## src/rtl/ctrl_pkg.sv

```systemverilog
// Shared types for the ID/EX control stage: ALU selects, ALU op classes,
// MIPS opcode/funct encodings and the registered stage contents.
package ctrl_pkg;

    typedef enum logic [2:0] {
        AND = 3'b000,
        OR  = 3'b001,
        ADD = 3'b010,
        SUB = 3'b110,
        SLT = 3'b111
    } alu_sel_t;

    typedef enum logic [1:0] {
        ALUOP_ADD   = 2'b00,
        ALUOP_SUB   = 2'b01,
        ALUOP_FUNCT = 2'b10
    } aluop_t;

    localparam logic [5:0] OP_RTYPE = 6'b000000;
    localparam logic [5:0] OP_LW    = 6'b100011;
    localparam logic [5:0] OP_SW    = 6'b101011;
    localparam logic [5:0] OP_BEQ   = 6'b000100;
    localparam logic [5:0] OP_ADDI  = 6'b001000;
    localparam logic [5:0] OP_J     = 6'b000010;

    localparam logic [5:0] FN_ADD = 6'b100000;
    localparam logic [5:0] FN_SUB = 6'b100010;
    localparam logic [5:0] FN_AND = 6'b100100;
    localparam logic [5:0] FN_OR  = 6'b100101;
    localparam logic [5:0] FN_SLT = 6'b101010;

    typedef struct packed {
        logic     regwrite;
        logic     memtoreg;
        logic     memwrite;
        logic     alusrc;
        logic     regdst;
        logic     branch;
        logic     jump;
        alu_sel_t alucontrol;
    } ctrl_t;

    typedef struct packed {
        ctrl_t       ctrl;
        logic [4:0]  rs;
        logic [4:0]  rt;
        logic [4:0]  rd;
        logic [31:0] imm;
        logic        valid;
        logic        illegal;
    } stage_t;

    // A bubble is all-zero except the ALU select, which must stay a defined code.
    function automatic stage_t bubble_stage();
        stage_t s;
        s = '0;
        s.ctrl.alucontrol = ADD;
        return s;
    endfunction

endpackage

```

## src/rtl/id_ex_ctrl_aludec.sv

```systemverilog
// ALU decoder: maps the op class and R-type funct to an ALU select and flags
// funct values the ALU does not implement.
module aludec
    import ctrl_pkg::*;
(
    input  aluop_t     aluop,
    input  logic [5:0] funct,
    output alu_sel_t   alucontrol,
    output logic       illegal
);

    // NOTE: every output gets a default before the case so no path leaves a
    // value unassigned, which would otherwise infer a latch.
    always_comb begin
        alucontrol = ADD;
        illegal    = 1'b0;
        unique case (aluop)
            ALUOP_ADD: alucontrol = ADD;
            ALUOP_SUB: alucontrol = SUB;
            ALUOP_FUNCT: begin
                case (funct)
                    FN_ADD:  alucontrol = ADD;
                    FN_SUB:  alucontrol = SUB;
                    FN_AND:  alucontrol = AND;
                    FN_OR:   alucontrol = OR;
                    FN_SLT:  alucontrol = SLT;
                    default: illegal    = 1'b1;
                endcase
            end
            default: illegal = 1'b1;
        endcase
    end

endmodule

```

## src/rtl/id_ex_ctrl.sv

```systemverilog
// ID/EX control stage: main decode of instr_d plus the ID/EX pipeline
// register with synchronous reset, flush (bubble) and stall (hold).
module id_ex_ctrl
    import ctrl_pkg::*;
(
    input  logic        clk,
    input  logic        reset,
    input  logic [31:0] instr_d,
    input  logic        valid_d,
    input  logic        stall_e,
    input  logic        flush_e,
    output logic        regwrite_e,
    output logic        memtoreg_e,
    output logic        memwrite_e,
    output logic        alusrc_e,
    output logic        regdst_e,
    output logic        branch_e,
    output logic        jump_e,
    output logic [2:0]  alucontrol_e,
    output logic [4:0]  rs_e,
    output logic [4:0]  rt_e,
    output logic [4:0]  rd_e,
    output logic [31:0] imm_e,
    output logic        valid_e,
    output logic        illegal_e
);

    logic [5:0] opcode;
    logic [5:0] funct;
    aluop_t     aluop;
    alu_sel_t   alu_sel;
    logic       funct_illegal;
    logic       op_illegal;
    logic       is_rtype;
    logic       illegal;
    ctrl_t      ctrl_dec;
    stage_t     stage_d;
    stage_t     stage_q;

    assign opcode = instr_d[31:26];
    assign funct  = instr_d[5:0];

    aludec u_aludec (
        .aluop      (aluop),
        .funct      (funct),
        .alucontrol (alu_sel),
        .illegal    (funct_illegal)
    );

    always_comb begin
        ctrl_dec   = '0;
        aluop      = ALUOP_ADD;
        op_illegal = 1'b0;
        is_rtype   = 1'b0;
        case (opcode)
            OP_RTYPE: begin
                is_rtype        = 1'b1;
                ctrl_dec.regwrite = 1'b1;
                ctrl_dec.regdst   = 1'b1;
                aluop           = ALUOP_FUNCT;
            end
            OP_LW: begin
                ctrl_dec.regwrite = 1'b1;
                ctrl_dec.alusrc   = 1'b1;
                ctrl_dec.memtoreg = 1'b1;
            end
            OP_SW: begin
                ctrl_dec.alusrc   = 1'b1;
                ctrl_dec.memwrite = 1'b1;
            end
            OP_BEQ: begin
                ctrl_dec.branch = 1'b1;
                aluop           = ALUOP_SUB;
            end
            OP_ADDI: begin
                ctrl_dec.regwrite = 1'b1;
                ctrl_dec.alusrc   = 1'b1;
            end
            OP_J:    ctrl_dec.jump = 1'b1;
            default: op_illegal = 1'b1;
        endcase
        ctrl_dec.alucontrol = alu_sel;

        illegal = op_illegal | (is_rtype & funct_illegal);
        // Unsupported or non-valid instructions must not enable anything downstream.
        if (illegal || !valid_d) begin
            ctrl_dec = '0;
            ctrl_dec.alucontrol = ADD;
        end
    end

    always_comb begin
        stage_d = stage_q;
        if (flush_e) begin
            stage_d = bubble_stage();
        end else if (!stall_e) begin
            stage_d.ctrl    = ctrl_dec;
            stage_d.rs      = instr_d[25:21];
            stage_d.rt      = instr_d[20:16];
            stage_d.rd      = instr_d[15:11];
            stage_d.imm     = {{16{instr_d[15]}}, instr_d[15:0]};
            stage_d.valid   = valid_d;
            stage_d.illegal = valid_d & illegal;
        end
    end

    // NOTE: state registers use non-blocking assignments so every flop samples
    // pre-edge values regardless of process ordering.
    always_ff @(posedge clk) begin
        if (reset) stage_q <= bubble_stage();
        else       stage_q <= stage_d;
    end

    assign regwrite_e   = stage_q.ctrl.regwrite;
    assign memtoreg_e   = stage_q.ctrl.memtoreg;
    assign memwrite_e   = stage_q.ctrl.memwrite;
    assign alusrc_e     = stage_q.ctrl.alusrc;
    assign regdst_e     = stage_q.ctrl.regdst;
    assign branch_e     = stage_q.ctrl.branch;
    assign jump_e       = stage_q.ctrl.jump;
    assign alucontrol_e = stage_q.ctrl.alucontrol;
    assign rs_e         = stage_q.rs;
    assign rt_e         = stage_q.rt;
    assign rd_e         = stage_q.rd;
    assign imm_e        = stage_q.imm;
    assign valid_e      = stage_q.valid;
    assign illegal_e    = stage_q.illegal;

endmodule

```

## config.mk

```make
export PLATFORM = sky130hd
export DESIGN_NAME = id_ex_ctrl
export DESIGN_NICKNAME = d
export VERILOG_FILES = /design/src/rtl/ctrl_pkg.sv /design/src/rtl/id_ex_ctrl_aludec.sv /design/src/rtl/id_ex_ctrl.sv
export SDC_FILE = /design/constraint.sdc
export NUM_CORES = 1
export LEC_CHECK = 0
export ABC_AREA = 1
export ABC_CLOCK_PERIOD_IN_PS = 2200
export BUFFER_PORTS_ARGS = -buffer_cell sky130_fd_sc_hd__buf_2
export CAP_MARGIN = 20
export CORE_MARGIN = 2
export CORE_UTILIZATION = 45
export CTS_CLUSTER_DIAMETER = 200
export DETAILED_ROUTE_END_ITERATION = 16
export GPL_TIMING_DRIVEN = 0
export PLACE_DENSITY = 0.76
export REMOVE_ABC_BUFFERS = 1
export SLEW_MARGIN = 20
export SYNTH_ARGS = -nofsm -noshare
export SYNTH_HDL_FRONTEND = slang
export SYNTH_HIERARCHICAL = 1
export SYNTH_SLANG_ARGS = --single-unit
```

## constraint.sdc

```tcl
create_clock -name clk -period 2.2 [get_ports clk]
set_input_delay 0.44 -clock clk [delete_from_list [all_inputs] [get_ports clk]]
set_output_delay 0.44 -clock clk [all_outputs]
set_load 0.02 [all_outputs]
```

# Word level (Yosys, flattened, before mapping)
# Index checks and enable logic that the tools add are counted.
dict set report totals {
  ff_bits 43
  latch_bits 0
  mem_bits_rw 0
  rom_bits 0
  out_inout_bits 59
  n_memories 0
}
dict set report op_classes {
  add_sub_neg 0
  multipliers 0
  div_mod_pow 0
  order_cmp 0
  n_eq_ne 12
  n_shift 0
  n_mux 14
  bitwise 3
  reduce_logical 10
}
# operator n
set ops {}
lappend ops {{$eq 6x6->1 const B} 7}
lappend ops {{$pmux 3 s4} 1}
lappend ops {{$mux 10} 1}
lappend ops {{$mux 1} 9}
lappend ops {{$eq 6x2->1 const B} 1}
lappend ops {{$eq 6x3->1 const B} 1}
lappend ops {{$eq 6x4->1 const B} 1}
lappend ops {{$logic_not 6->1} 1}
lappend ops {{$pmux 3 s2} 1}
lappend ops {{$reduce_or 3->1} 2}
lappend ops {{$reduce_or 6->1} 1}
lappend ops {{$reduce_or 5->1} 1}
lappend ops {{$pmux 2 s2} 1}
lappend ops {{$reduce_or 2->1} 2}
lappend ops {{$and 1x1->1} 2}
lappend ops {{$eq 2x1->1 const B} 1}
lappend ops {{$eq 2x2->1 const B} 1}
lappend ops {{$logic_not 2->1} 1}
lappend ops {{$pmux 1 s2} 1}
lappend ops {{$logic_not 1->1} 1}
lappend ops {{$logic_or 1x1->1} 1}
lappend ops {{$or 1x1->1} 1}

# Longest topological paths before layout
dict set report depth {
  depth_word 9
  mapped_depth 14
  ltp_nobuf 14
}

# Cells and area by module
# The synthesis kept the hierarchy.
# mod n_inst cells_each area_per_inst_um2 seq_area_each_um2
set modules_own_cells {}
lappend modules_own_cells {id_ex_ctrl 1 223 1704.1 760.7}
lappend modules_own_cells {aludec 1 46 225.2 0.0}

# Worst setup path before layout
# Ideal clock, no wire load.
dict set report synth_path {
  path_type {input port to flip-flop}
  from {input port instr_d[31]}
  to {register stage_q (netlist bit alucontrol_e[1])}
  arrival_time_ns 1.734
  setup_slack_ns 0.349
  cell_stages 14
  n_path_buf 1
  path_cell_list {nor2_2 -> nand3_1 -> nor2_1 -> inv_1 -> ha_1 -> inv_1 -> a31oi_1 -> nand2_1 -> nand2_1 -> nand2_2 -> buf_6 -> nand4_1 -> nand2_1 -> nand2_1}
}
dict set report synth_between {
  elab_chain_len 9
  word_cells_on_any_way 20
  classes_between {eq/ne: 7; mux: 6; bitwise: 2; reduce/logical: 5}
}
# item line
set synth_lines {}
lappend synth_lines {{from (decl)} id_ex_ctrl.sv:8} ;# input logic [31:0] instr_d,
lappend synth_lines {{$eq 6x3->1 / $logic_not 6->1 (equally long branches)} id_ex_ctrl.sv:55} ;# case (opcode)
lappend synth_lines {{$pmux 2 s2 *} id_ex_ctrl.sv:55}
lappend synth_lines {{net aluop[0]} id_ex_ctrl.sv:30} ;# aluop_t aluop;
lappend synth_lines {{$eq 2x1->1 / $logic_not 2->1 (equally long branches)} id_ex_ctrl_aludec.sv:17} ;# unique case (aluop)
lappend synth_lines {{$reduce_or 2->1 (no source line)} -}
lappend synth_lines {{$pmux 1 s2 *} id_ex_ctrl_aludec.sv:17}
lappend synth_lines {{net funct_illegal} id_ex_ctrl.sv:32} ;# logic funct_illegal;
lappend synth_lines {{$and 1x1->1 *} id_ex_ctrl.sv:84} ;# illegal = op_illegal | (is_rtype & funct_illegal);
lappend synth_lines {{$or 1x1->1 *} id_ex_ctrl.sv:84}
lappend synth_lines {{$logic_or 1x1->1 *} id_ex_ctrl.sv:86} ;# if (illegal || !valid_d) begin
lappend synth_lines {{$mux 10 *} id_ex_ctrl.sv:86}
lappend synth_lines {{to (signal assigned)} id_ex_ctrl.sv:110} ;# if (reset) stage_q <= bubble_stage();
lappend synth_lines {{to (signal assigned)} id_ex_ctrl.sv:111} ;# else stage_q <= stage_d;
lappend synth_lines {{to (decl)} id_ex_ctrl.sv:38} ;# stage_t stage_q;
# The timed path passes the listed nets; every way through them passes the cells marked *.
# A chain may end at the register's enable or synchronous reset.

# Worst setup path in the final report
dict set report layout_path {
  from {input port instr_d[31]}
  to {register stage_q (netlist bit memtoreg_e)}
}
# The elaborated chain is that of the path after synthesis.

==> results.sh <==
export IMPL_clock_latency_ns=0.27
export IMPL_setup_viol=0
export IMPL_die_area_sq_um=4830
export IMPL_ys_ff_latch=38
export IMPL_synth_edf_count=0
export IMPL_firstDrtPassIters=4
export IMPL_cp_arrival_ns=2.16
export IMPL_synth_top_area_share_pct=39.4
export IMPL_stdcell_count=391
export IMPL_die_h_um=69.5
export IMPL_synth_ff_type="dfxtp_1"
export IMPL_routed_wl_um=4200
export IMPL_hold_viol=0
export IMPL_ir_drop_uv=655
export IMPL_chipWidth_um=69.5
export IMPL_yosysWarnings=6
export IMPL_layout_drive_gt1_share_pct=37.8
export IMPL_rows=23
export IMPL_gr_usage_all_layers_pct=17.4
export IMPL_ctsResizeCount=0
export IMPL_worst_slew_pin_slew_ns=0.627
export IMPL_sequentialPowerShare_pct=51.4
export IMPL_switchingPower_uw=364
export IMPL_end_kind="flop"
export IMPL_io_pins=96
export IMPL_yosysMostFrequentCell="nand2_1"
export IMPL_wire_per_inst_um=10.8
export IMPL_outcome="completed"
export IMPL_htree_levels=2
export IMPL_intPower_mw=1.02
export IMPL_p_sw_share_pct=26.2
export IMPL_ant_nets=0
export IMPL_diodes=0
export IMPL_clkSinkCount=38
export IMPL_grt_pass1_vias=1642
export IMPL_design_core_area_sq_um=4060
export IMPL_max_slew_margin_rel_pct=58.1
export IMPL_synthTopCellsByCount="81 x nand2_1, 38 x dfxtp_1, 37 x a21oi_1"
export IMPL_grt_start_max_net_pins=40
export IMPL_min_period_ns=1.95
export IMPL_slew_violations=0
export IMPL_grt_ovfl_total=0
export IMPL_grt_pass1_wl_um=7140
export IMPL_fin_skew_ns=0
export IMPL_worst_slack_ns=0.253
export IMPL_synthToLayoutAreaGrowth_pct=21.5
export IMPL_worst_path_buf_inv=3
export IMPL_post_route_period_util_pct=88.5
export IMPL_p_clk_share_pct=34.4
export IMPL_gp_congestion=0.761
export IMPL_hp_class="primary input to flop"
export IMPL_hpwl_um=2990
export IMPL_syn_area_sq_um=1930
export IMPL_synth_cell_type_count=26
export IMPL_holdBufCountCts=0
export IMPL_synth_avg_cell_area_sq_um=7.17
export IMPL_cts_buffers=5
export IMPL_crit_slowest_cell="ha_1"
export IMPL_rsz0062_at_grt="false"
export IMPL_yosys_area_top_type="dfxtp_1"
export IMPL_leakage_nw=1.19
export IMPL_critPathKind="primary input to flop"
export IMPL_post_cts_buffers=0
export IMPL_critPathMaxStageDelay_ns=0.22
export IMPL_yosysSeqAreaShare_pct=39.4
export IMPL_drtIter0Drc=87
export IMPL_required_ns=2.41
export IMPL_grtUsageMet3_pct=5.09
export IMPL_path_clk_slew_ns=0.07
export IMPL_drc=0
export IMPL_cts_root_buffer="clkbuf_8"
export IMPL_cts_tree="yes"
export IMPL_grt_met1_usage_pct=21.1
export IMPL_cap_violations=0
export IMPL_cts_buffer_depth=2
export IMPL_p_per_area_nw_per_um2=591
export IMPL_synth_area_leaders="dfxtp_1 39%, nand2_1 16%, a21oi_1 9.6%"
export IMPL_cp_start_kind="primary input"
export IMPL_io_buffers=95
export IMPL_grt_busiest_layer="met2"
export IMPL_nets=380
export IMPL_syn_inst=269
export IMPL_final_setup_tns_ns=0
export IMPL_async_flop_share_pct=0
export IMPL_cp_max_fo=11
export IMPL_vias=1820
export IMPL_path_cells="buf_2, nor2_2, nand3_1, nor2_2, inv_1, ha_1, inv_1, a31oi_1, nand2_1, nand2_1, nand2_2, nand3b_1, nor2_1, a21oi_1, nor2_1"
export IMPL_placed_area_sq_um=2240
export IMPL_critPathTopFamily="simple AND/OR/NAND/NOR gates"
export IMPL_design_area_sq_um=2340
export IMPL_power_frac_comb_pct=14.2
export IMPL_vias_per_cell=4.65
export IMPL_antenna_found_initial=0
export IMPL_fin_util_pct=57.8
export IMPL_dp_cells=382
export IMPL_fmax_mhz=514
export IMPL_use_met2_pct=30.4
export IMPL_whs_ns=0.370
export IMPL_power_mw=1.39
export IMPL_initial_core_util_pct=47.5
export IMPL_pre_cts_slack_ns=-0.263
==> placed cells by master, fill, tap and decap left out, types with 6 or more instances in the layout <==
master and instances:
buf_2 94, nand2_1 81, dfxtp_1 38, a21oi_1 37
inv_1 18, nor2_1 13, nand4_1 9, nand3_1 8
inv_2 6, nor2_2 6, clkbuf_8 6
==> state kept, by name, indices dropped and copies added (netlist names), 3 cells and up <==
signal and flops:
rt_e 5, rd_e 5, rs_e 5, imm_e 11, alucontrol_e 3
==> worst paths after layout <==
path,from,to,slack [ns],cells after the start
setup / recovery,instr_d[31],memtoreg_e,0.25,15
hold / removal,reset,alucontrol_e[1],0.37,3
setup reg to reg,rd_e[4],rd_e[4],1.32,2
hold reg to reg,imm_e[5],imm_e[5],0.46,2
==> metal layers <==
metal	vias up	wire, um
met5	-	0
met4	0	44
met3	4	261
met2	55	2020
met1	791	1880
li1	970	-
==> cell families (layout without fill, tap and decap cells) <==
kind of cell	after synthesis	count (layout)	share of synthesized area (%)
fa+ha+maj	3	3	1.95
flops	38	38	39.4
compound gates	40	40	10.8
simple gates	130	130	30.9
buf+inv	58	130	16.9
==> area by class of cell <==
type	instances	area (sq um)
Timing Repair Buffer	95	478
Multi-Input combinational cell	173	846
Clock buffer	7	86.3
Fill cell	379	1710
Sequential cell	38	761
Timing Repair inverter	1	5.00
Tap cell	50	62.6
Clock inverter	1	5.00
Inverter	26	101
==> worst register-to-register path: stages (launching register included) <==
cell     delay, ns
dfxtp_1       0.57
nand2_1       0.10
a21oi_1       0.15
==> power by group through the flow <==
| stage | registers (mW) | clock network [mW] | logic (mW) |
|---|---|---|---|
| floorplan | 0.765 | 0 | 0.0680 |
| global placement | 0.728 | 0 | 0.193 |
| detailed placement | 0.729 | 0 | 0.195 |
| CTS | 0.713 | 0.493 | 0.196 |
| global route | 0.715 | 0.532 | 0.217 |
| finish | 0.713 | 0.478 | 0.196 |
(Power assumes the default switching activity.)
